$ cat config.mk
export PLATFORM = sky130hd
export DESIGN_NAME = muldiv_hilo
export DESIGN_NICKNAME = d
export VERILOG_FILES = /design/src/rtl/mips_cpu_pkg.sv /design/src/rtl/muldiv_signfix.sv /design/src/rtl/muldiv_hilo.sv
export SDC_FILE = /design/constraint.sdc
export NUM_CORES = 1
export LEC_CHECK = 0
export BUFFER_PORTS_ARGS = -buffer_cell sky130_fd_sc_hd__buf_4
export CAP_MARGIN = 40
export CORE_AREA = 2 2 153 185
export DETAILED_ROUTE_END_ITERATION = 6
export DIE_AREA = 0 0 155 187
export PLACE_DENSITY = 0.7
export SYNTH_ARGS = -nofsm -noshare
export SYNTH_HDL_FRONTEND = slang
export SYNTH_SLANG_ARGS = --single-unit
$ cat constraint.sdc
create_clock -name clk -period 8.32 [get_ports clk]
set_input_delay 1.248 -clock clk [delete_from_list [all_inputs] [get_ports clk]]
set_output_delay 1.248 -clock clk [all_outputs]
set_load 0.02 [all_outputs]
$ cat src/rtl/mips_cpu_pkg.sv
// Shared MIPS core types; this slice carries the mul/div unit's state and control types.
package mips_cpu_pkg;

  typedef logic [31:0] word_t;

  typedef enum logic [2:0] {
    ALU_NONE = 3'd0,
    ALU_MULT = 3'd1,
    ALU_DIV  = 3'd2
  } mult_op_enum;

  typedef enum logic [1:0] {
    MD_IDLE = 2'd0,
    MD_CALC = 2'd1,
    MD_FIX  = 2'd2
  } muldiv_state_enum;

  localparam int MULDIV_ITER = 32;

  // Operation attributes captured at acceptance and held until MD_FIX.
  typedef struct packed {
    logic is_div;
    logic res_neg;
    logic rem_neg;
    logic div0;
  } md_ctl_t;

endpackage

$ cat src/rtl/muldiv_signfix.sv
// Conditional two's-complement negation: whole-word, or per half when split is set.
module muldiv_signfix #(
  parameter int W = 32
) (
  input  logic [W-1:0] val,
  input  logic         split,
  input  logic         neg_hi,
  input  logic         neg_lo,
  output logic [W-1:0] res
);

  localparam int H = W / 2;

  logic [H-1:0] hi_f, lo_f;

  always_comb begin
    hi_f = neg_hi ? -val[W-1:H] : val[W-1:H];
    lo_f = neg_lo ? -val[H-1:0] : val[H-1:0];
    res  = split ? {hi_f, lo_f} : (neg_lo ? -val : val);
  end

endmodule

$ cat src/rtl/muldiv_hilo.sv
// Multi-cycle shift-add multiply / restoring divide owning the HI/LO registers.
module muldiv_hilo
  import mips_cpu_pkg::*;
#(
  parameter int ITER = MULDIV_ITER
) (
  input  logic        clk,
  input  logic        rst_n,
  input  logic        req_valid,
  output logic        req_ready,
  input  mult_op_enum req_op,
  input  logic        req_sign,
  input  word_t       req_a,
  input  word_t       req_b,
  input  logic        cancel,
  input  logic        mthi_we,
  input  logic        mtlo_we,
  input  word_t       mt_wdata,
  output logic        busy,
  output logic        done,
  output word_t       hi,
  output word_t       lo
);

  localparam int CW = $clog2(ITER);

  muldiv_state_enum state, state_nx;
  logic [CW-1:0]    cnt;
  md_ctl_t          ctl;
  word_t            b_mag, wh, wl;
  logic             accept;

  assign req_ready = (state == MD_IDLE);
  assign busy      = !req_ready;
  assign accept    = req_valid && req_ready && !cancel;

  // Operand magnitudes, one signfix instance per operand
  word_t [1:0] abs_in, abs_out;
  logic  [1:0] abs_neg;

  assign abs_in  = {req_b, req_a};
  assign abs_neg = {req_sign & req_b[31], req_sign & req_a[31]};

  for (genvar i = 0; i < 2; i++) begin : g_abs
    muldiv_signfix #(.W(32)) u_abs (
      .val    (abs_in[i]),
      .split  (1'b0),
      .neg_hi (1'b0),
      .neg_lo (abs_neg[i]),
      .res    (abs_out[i])
    );
  end

  // Shared 33-bit adder: P + (M[0] ? b : 0) for multiply, {R,Q[31]} - b for divide.
  // R < |b| holds across divide steps, so sum[32] is the borrow/sign of T.
  logic [32:0] sh, add_x, add_y, sum;

  always_comb begin
    sh    = {wh, wl[31]};
    add_x = ctl.is_div ? sh : {1'b0, wh};
    add_y = ctl.is_div ? ~{1'b0, b_mag} : (wl[0] ? {1'b0, b_mag} : 33'd0);
    sum   = add_x + add_y + {32'd0, ctl.is_div};
  end

  logic [63:0] fix_res;

  muldiv_signfix #(.W(64)) u_fix (
    .val    ({wh, wl}),
    .split  (ctl.is_div),
    .neg_hi (ctl.rem_neg),
    .neg_lo (ctl.res_neg),
    .res    (fix_res)
  );

  always_comb begin
    state_nx = state;
    case (state)
      MD_IDLE: if (accept) state_nx = MD_CALC;
      MD_CALC: begin
        if (cancel)                     state_nx = MD_IDLE;
        else if (cnt == CW'(ITER - 1))  state_nx = MD_FIX;
      end
      MD_FIX:  state_nx = MD_IDLE;
      default: state_nx = MD_IDLE;
    endcase
  end

  always_ff @(posedge clk or negedge rst_n) begin
    if (!rst_n) state <= MD_IDLE;
    else        state <= state_nx;
  end

  always_ff @(posedge clk or negedge rst_n) begin
    if (!rst_n) begin
      cnt   <= '0;
      ctl   <= '0;
      b_mag <= '0;
      wh    <= '0;
      wl    <= '0;
    end else begin
      case (state)
        MD_IDLE: if (accept) begin
          cnt   <= '0;
          ctl   <= '{is_div:  (req_op == ALU_DIV),
                     res_neg: req_sign & (req_a[31] ^ req_b[31]),
                     rem_neg: req_sign & req_a[31],
                     div0:    (req_op == ALU_DIV) && (req_b == '0)};
          b_mag <= abs_out[1];
          wh    <= '0;
          wl    <= abs_out[0];
        end
        MD_CALC: begin
          cnt <= cnt + 1'b1;
          if (ctl.is_div) begin
            if (!sum[32]) begin
              wh <= sum[31:0];
              wl <= {wl[30:0], 1'b1};
            end else begin
              wh <= sh[31:0];
              wl <= {wl[30:0], 1'b0};
            end
          end else begin
            wh <= sum[32:1];
            wl <= {sum[0], wl[31:1]};
          end
        end
        default: ;
      endcase
    end
  end

  // Divide by zero leaves R = |a|, so the fixed HI already equals the original rs.
  always_ff @(posedge clk or negedge rst_n) begin
    if (!rst_n) begin
      hi   <= '0;
      lo   <= '0;
      done <= 1'b0;
    end else begin
      done <= 1'b0;
      if (state == MD_IDLE) begin
        if (mthi_we) hi <= mt_wdata;
        if (mtlo_we) lo <= mt_wdata;
      end else if (state == MD_FIX && !cancel) begin
        done <= 1'b1;
        hi   <= fix_res[63:32];
        lo   <= ctl.div0 ? 32'hFFFF_FFFF : fix_res[31:0];
      end
    end
  end

endmodule

Word-level counts from Yosys, hierarchy flattened
Index checks and enable logic that the tools add are counted.
{"block": "word_totals", "regBits": 172, "latch_bits": 0, "ram_bits": 0, "romBits": 0, "input_bits": 106, "out_inout_bits": 67, "word_cells": 80, "mem_count": 0}
{"block": "classes", "n_addsub": 8, "mul": 0, "n_div": 0, "order_cmp": 0, "n_eq_ne": 8, "shifts": 0, "n_mux": 32, "bitwise": 5, "n_reduce_logical": 15}
{"op": "$mux 32", "n": 17}
{"op": "$mux 64", "n": 2}
{"op": "$neg 32->32", "n": 4}
{"op": "$pmux 32 s2", "n": 2}
{"op": "$mux 33", "n": 2}
{"op": "$neg 64->64", "n": 1}
{"op": "$add 33x1->33", "n": 1}
{"op": "$add 33x33->33", "n": 1}
{"op": "$not 32->33", "n": 1}
{"op": "$logic_not 32->1", "n": 1}
{"op": "$pmux 5 s2", "n": 1}
{"op": "$reduce_and 2->1", "n": 5}
{"op": "$mux 2", "n": 3}
{"op": "$ne 2x1->1 const B", "n": 3}
{"op": "$add 5x1->5 const B", "n": 1}
{"op": "$eq 5x5->1 const B", "n": 1}
{"op": "$mux 5", "n": 1}
{"op": "$logic_and 1x1->1", "n": 4}
{"op": "$pmux 2 s2", "n": 1}
{"op": "$reduce_bool 2->1", "n": 2}
{"op": "$and 1x1->1", "n": 3}
{"op": "$eq 3x2->1 const B", "n": 1}
{"op": "$mux 1", "n": 3}
{"op": "$ne 3x3->1 const B", "n": 1}
{"op": "other kinds (5)", "n": 6}

Logic depth before layout (Yosys ltp)
Gate-level depths: netlist of run 1.
{"block": "depth", "ltp_word": 7, "ltp_mapped": 19, "depth_no_buf": 14}

By module
Synthesis of run 1 repeated with hierarchy kept, for this count alone.
{"block": "unflattened", "hier_cells": 1845, "hier_area_um2": 14814.2}
{"module": "muldiv_hilo", "instances": 1, "cells_each": 1237, "area_per_inst_um2": 10880.4, "seq_area_each_um2": 4304.1}
{"module": "muldiv_signfix at u_fix", "instances": 1, "cells_each": 346, "area_per_inst_um2": 2284.7, "seq_area_each_um2": 0.0}
{"module": "muldiv_signfix at g_abs[0].u_abs ...", "instances": 2, "cells_each": 131, "area_per_inst_um2": 824.5, "seq_area_each_um2": 0.0}

Worst setup path before layout of run 1
Ideal clock, no wire load.
{"block": "synth_path", "path_type": "register to register", "startpoint": "reg ctl[3] (netlist bit)", "endpoint": "reg wh[11]", "setup_time_ns": 0.132, "arrival_time_ns": 4.369, "setup_slack_ns": 3.819, "path_stages_with_launch": 18, "n_path_buf": 7, "synth_period_minus_slack_ns": 4.501, "cell_sequence": "dfrtp_1 > clkbuf_1 > clkbuf_1 > buf_1 > buf_1 > mux2_2 > ha_1 > clkbuf_1 > a21oi_1 > o21ai_1 > a221o_1 > a21o_1 > nor3_2 > xnor2_1 > buf_2 > buf_4 > mux2i_1 > o21ai_1"}
{"block": "synth_between", "elab_chain_cells": 6, "word_cells_on_any_way": 7}
{"element": "from (decl)", "line_no": "muldiv_hilo.sv:29", "text": "md_ctl_t ctl;"}
{"element": "from (signal assigned)", "line_no": "muldiv_hilo.sv:104", "text": "ctl <= '{is_div: (req_op == ALU_DIV),"}
{"element": "$mux 33, on equally long branches", "line_no": "muldiv_hilo.sv:60, muldiv_hilo.sv:61"}
{"element": "$add 33x33->33", "line_no": "muldiv_hilo.sv:62", "text": "sum = add_x + add_y + {32'd0, ctl.is_div};"}
{"element": "$add 33x1->33", "line_no": "muldiv_hilo.sv:62"}
{"element": "$mux 32", "line_no": "muldiv_hilo.sv:115", "text": "if (!sum[32]) begin"}
{"element": "$mux 32 *", "line_no": "muldiv_hilo.sv:114", "text": "if (ctl.is_div) begin"}
{"element": "$pmux 32 s2 *", "line_no": "muldiv_hilo.sv:101", "text": "case (state)"}
{"element": "to (signal assigned)", "line_no": "muldiv_hilo.sv:116", "text": "wh <= sum[31:0];"}
{"element": "to (signal assigned)", "line_no": "muldiv_hilo.sv:119", "text": "wh <= sh[31:0];"}
{"element": "to (signal assigned)", "line_no": "muldiv_hilo.sv:123", "text": "wh <= sum[32:1];"}
{"element": "to (decl)", "line_no": "muldiv_hilo.sv:30", "text": "word_t b_mag, wh, wl;"}
Every way passes the cells marked *; elsewhere a longest branch is shown, timed or not.
A chain may end at the register's enable or synchronous reset.

Worst setup path after layout of run 1
{"block": "layout_path", "startpoint": "reg ctl[3] (netlist bit)", "endpoint": "reg wh[17]"}
Same word-level chain as after synthesis.

==> results.toml, run 1 <==
[synth]
synthTopCellsByArea = "dfrtp_1 31%, xnor2_1 5.6%, nand2_1 5.5%, mux2_2 5.1%, o21ai_0 4.5%"
ys_seq_area_frac = 0.314
netlist_area_um2 = 13700
syn_inst = 1670
synth.top_cell.area_share = 0.314
yosys-top-cells-count = "199 x nand2_1, 172 x dfrtp_1, 122 x o21ai_0, 107 x clkbuf_1, 107 x nor2_1"
synth.net_count = 1816
yosysMostFrequentCell = "nand2_1"
yosys_warnings = 0
yosys.area.top_type = "dfrtp_1"
avgSynthCellArea_um2 = 8.21
synth_enable_flop_cells = 0
synth_seq_cells = 172
async_reset_ff_frac = 1.00
yosys.cell_types.count = 82
synthFlopType = "dfrtp_1"

[power]
vdd_drop_max_mv = 0.127
power_density_nw_per_um2 = 294
leakage_nw = 6.71

[sta]
rsz0062_at_grt = "false"
fin_crit_ns = 5.13
max_freq_mhz = 195
timing.slew.headroom = 0.387
clock_skew_ns = 0.0132
setup_tns_ns = 0
hold_ws_ns = 0.481
drv_slew = 0
finalCritPeriodShare = 0.617
finalHoldViolations = 0
tightest_slew_ns = 0.912
setup_viol = 0

[hold_path]
hold_end = "lo[1]"
hold_class = "flop to flop"
hold_start = "lo[1]"
hold_path_depth = 2

[floorplanning]
fp-row-count = 67
die_area_um2 = 29000
start_util = 0.500
io_pins = 173
dieWidth_um = 155
fp.coreArea_um2 = 27400
die_h_um = 187

[clock_network]
cts_resized = 0
cts.sinks = 172
clkLatencyLatePin_ns = 0.43
hold_buffers = 0
post_cts_buffers = 0
htreeDepth = 4
cts_buffers = 17
cts-root-buf = "clkbuf_16"
cts.clk_slew.worst_paths_ns = 0.07
cts_tree = "yes"
clock_path_buffers = 2

[global_route]
grt_pass1_wl_mm = 69.3
grt_max_degree = 94
grt_pass1_vias = 12677
grt.overflow.total = 0
antenna_found_initial = 0
grtUsageTotal = 0.300

[run]
cap_violations = 0

[placement]
post-place-cells = 2078
placed_area_um2 = 15200
dp_hpwl_mm = 33.3
place.port_buffers = 172
globalplace.congestion = 0.989

[layout]
fin_cells = 2110
final_area_um2 = 15800
finalNetCount = 1898
drive_gt1_frac = 0.174
fillers = 2490
antennaDiodeCount = 0
area_growth_pct = 15.1

[worst_setup_path]
r2r_slack_ns = 3.19
crit_arrival_ns = 5.50
cp_max_fo = 44
end_kind = "flop"
worstPathRequired_ns = 8.69
path_class = "flop to flop"
reg2reg_depth = 14
rr_startpoint = "ctl[3]"
timing.rr.end = "wh[17]"
start_kind = "flop"

[routing]
vias = 13169
wl_per_cell_um = 20.8
drc = 0
first_iter_violations = 943
finalWirelength_mm = 43.8
drt-vias-per-instance = 6.24
ant_nets = 0
dr.pass1.iters = 5

[status]
status = "completed"
-- state kept, by name, indices dropped and copies added, names as in the netlist --
name and cells:
wl 32, hi 32, done 1, b_mag 32, wh 32, cnt 5, state 2, lo 32
ctl 4
-- worst max-delay path, cell delays in order, from the launching register on --
cell	delay, ns
dfrtp_4	0.69
buf_16	0.32
nor2_1	0.09
buf_4	0.23
mux2_2	0.30
ha_1	0.46
nand2_1	0.20
nor4b_1	0.81
nand4_1	0.15
a21oi_1	0.37
nor3_2	0.15
xnor2_2	0.14
buf_4	0.41
nor2b_1	0.47
a221o_1	0.24
-- power breakdown --
part	switching (W)	total, W	internal, W	leakage [nW]
Clock	0.000371	0.000791	0.000421	0.271
Sequential	0.000413	0.00148	0.00106	2.12
Combinational	0.00136	0.00236	0.000999	4.32
Total	0.00215	0.00463	0.00248	6.71
-- cell families (layout without fill, tap and decap cells) --
| kind of cell | after synthesis | after routing | synth area share |
|---|---|---|---|
| AO/OA/AOI/OAI | 522 | 522 | 0.234 |
| XOR/XNOR | 149 | 149 | 0.0952 |
| adder cells (fa/ha/maj) | 40 | 40 | 0.0376 |
| buffers and inverters | 155 | 250 | 0.0439 |
| flip-flops | 172 | 172 | 0.314 |
| multiplexers | 119 | 119 | 0.0927 |
| AND/OR/NAND/NOR | 513 | 513 | 0.183 |
-- per-stage QoR --
| step | worst slack (ns) | total power [W] | util |
|---|---|---|---|
| final | 3.19 | 0.00463 | 0.575 |
| after floorplan | 3.82 | 0.00305 | - |
| after CTS | 3.31 | 0.00460 | 0.575 |
| after global routing | 2.95 | 0.00492 | 0.575 |
| after detailed placement | 3.33 | 0.00380 | 0.555 |
| after global placement | 3.24 | 0.00376 | 0.549 |
-- cell usage in the layout, fill, tap and decap left out, types with 26 or more instances in the layout --
master / synthesis / layout
nor3_1: 30 / 30
nor4_1: 26 / 26
o22ai_1: 33 / 33
buf_4: 1 / 185
nand3_1: 26 / 26
o21ai_0: 122 / 122
mux2_2: 62 / 62
nor2_1: 107 / 106
ha_1: 38 / 38
mux2i_1: 56 / 56
o31ai_1: 31 / 31
xor2_1: 61 / 61
a21oi_1: 95 / 93
xnor2_1: 88 / 87
dfrtp_1: 172 / 171
nand2_1: 199 / 199
o21ai_1: 80 / 80
-- how the worst max path moves through the flow --
| stage | from | endpoint | slack (ns) |
|---|---|---|---|
| after floorplan | ctl[3] | wh[11] | 3.82 |
| after global placement | ctl[3] | wh[31] | 3.24 |
| after detailed placement | ctl[3] | wh[29] | 3.33 |
| after CTS | ctl[3] | wh[29] | 3.31 |
| after global routing | ctl[3] | wh[26] | 2.95 |
| final | ctl[3] | wh[17] | 3.19 |
-- routing by layer --
metal	part of all wire	global-route usage	vias to the layer above	wire [um]
li1	-	-	6256	-
met1	0.40	0.373	6266	17700
met2	0.49	0.521	538	21700
met3	0.054	0.0324	109	2360
met4	0.047	0.134	0	2050
met5	0	0	-	0
-- cell type report --
type,count,area (um2),area share
clock inverters,13,131,0.00833
multi-input cells,1343,8830,0.560
flip-flops and latches,172,4310,0.273
inverters,24,90.1,0.00571
clock buffers,19,433,0.0275
well taps,345,432,0.0274
repair buffers,194,1550,0.0981
No activity file was read; power rests on OpenSTA's default activity.
==> run 2: changes to the inputs <==
clock period = 5.3 ns   (was 8.32 ns; I/O delays follow)
==> run 2 against run 1 <==
Critical path depth is 1 lower. Maximum frequency up 17%. Global-route usage increased by 0.71 points. Core utilization grew 0.068 points. Clock power up 58%. Design area increased by 0.12%. Critical endpoint is now wh[26]. Count of clock-buffer cells in the layout shrank 1. Clock skew decreased by 0.0040 ns. Register-to-register slack lost 2.3 ns. Via count increased by 0.24%. First-iteration DRC count unchanged. Routed wire length grew 1.2%.
==> results.toml, run 2 (same netlist as run 1, synthesis figures left out) <==
[sta]
timing.slew.headroom = 0.393
clock_skew_ns = 0.00912
setup_tns_ns = 0
finalCritPeriodShare = 0.830
finalHoldViolations = 0
max_freq_mhz = 227
setup_viol = 0
rsz0062_at_grt = "false"
drv_slew = 0
fin_crit_ns = 4.40
tightest_slew_ns = 0.907

[power]
leakage_nw = 6.74
vdd_drop_max_mv = 0.195
power_density_nw_per_um2 = 464

[layout]
final_cell_mix = "199 x nand2_1, 188 x buf_4, 171 x dfrtp_1"
fillers = 2578
fin_cells = 2114
multi_input_area_um2 = 8830
regArea_um2 = 4310
finalNetCount = 1902
area_growth_pct = 15.2
layout_commonest_cell = "nand2_1"
antennaDiodeCount = 0
drive_gt1_frac = 0.177

[worst_setup_path]
r2r_slack_ns = 0.90
path_class = "flop to flop"
cp_max_fo = 48
start_kind = "flop"
worstPathRequired_ns = 5.60
end_kind = "flop"
timing.rr.end = "wh[26]"
reg2reg_depth = 13
crit_arrival_ns = 4.69
setup.worst_path.start = "ctl[3]"
rr_startpoint = "ctl[3]"

[routing]
first_iter_violations = 943
vias = 13200
finalWirelength_mm = 44.3
drc = 0
drt-vias-per-instance = 6.24
wl_per_cell_um = 21.0
ant_nets = 0
dr.pass1.iters = 7

[hold_path]
hold_class = "primary input to async pin"

[placement]
post-place-cells = 2082
globalplace.congestion = 0.992
place.port_buffers = 172
dp_hpwl_mm = 34.4

[clock_network]
cts.sinks = 172
cts_buffers = 17
cts.clk_slew.worst_paths_ns = 0.07
clock_path_buffers = 2
clkLatencyLatePin_ns = 0.46
post_cts_buffers = 0
hold_buffers = 0
htreeDepth = 4
cts_tree = "yes"
cts_resized = 0
cts-root-buf = "clkbuf_16"

[status]
status = "completed"

[global_route]
grt.overflow.total = 0
grt_pass1_vias = 12854
antenna_found_initial = 0
grt_max_degree = 68
grt_pass1_wl_mm = 70.4
grtUsageTotal = 0.307

[floorplanning]
die_area_um2 = 29000
start_util = 0.500
dieWidth_um = 155
io_pins = 173
fp.coreArea_um2 = 27400
die_h_um = 187
fp-row-count = 67

[run]
cap_violations = 0
-- run 2: metal layers --
metal	wire [um]	global-route usage	part of all wire
met1	17800	0.381	0.40
met2	21900	0.525	0.49
met3	2430	0.0401	0.055
met4	2230	0.148	0.050
met5	0	0	0
-- run 2: cell type report --
class,count,share of cell area
Clock inverter,14,0.00864
Sequential cell,172,0.273
Clock buffer,18,0.0278
Tap cell,345,0.0273
Multi-Input combinational cell,1343,0.559
Timing Repair Buffer,198,0.0984
Inverter,24,0.00571
-- run 2: stage by stage --
step / hold slack, ns / cell area (um2) / setup WS [ns] / power [W] / utilization
6_report: 0.251 / 15800 / 0.903 / 0.00732 / 0.576
5_1_grt: 0.280 / 15800 / 0.674 / 0.00778 / 0.576
4_1_cts: 0.262 / 15800 / 0.980 / 0.00727 / 0.576
3_5_place_dp: 0.469 / 15200 / 0.993 / 0.00602 / 0.555
3_3_place_gp: 0.461 / 15100 / 1.07 / 0.00594 / 0.551
2_1_floorplan: 0.448 / 13700 / 0.799 / 0.00479 / -
-- run 2: where the power goes --
part | switching, W | internal [W] | total, W | leakage [nW]
clock | 0.000585 | 0.000670 | 0.00125 | 0.285
sequential | 0.000652 | 0.00167 | 0.00232 | 2.12
combinational | 0.00217 | 0.00157 | 0.00375 | 4.34
-- run 2: how the worst max path moves through the flow --
stage	to	slack [ns]	depth (start not counted)
after floorplan	wh[11]	0.80	17
after global placement	wh[26]	1.07	12
after detailed placement	wh[26]	0.99	12
after CTS	wh[26]	0.98	13
after global routing	wh[26]	0.67	12
final	wh[26]	0.90	13
-- run 2: worst max-delay path, stage by stage, from the launching register on --
cell and delay, ns:
dfrtp_4 0.78, nor2_1 0.12, mux2_2 0.31, fa_1 0.46, inv_1 0.11, fa_1 0.20, nand2b_1 0.16, a21oi_1 0.12
o21ai_1 0.42, a21oi_1 0.20, nor3_2 0.40, xnor2_2 0.22, nor2b_1 0.56, a211oi_1 0.17
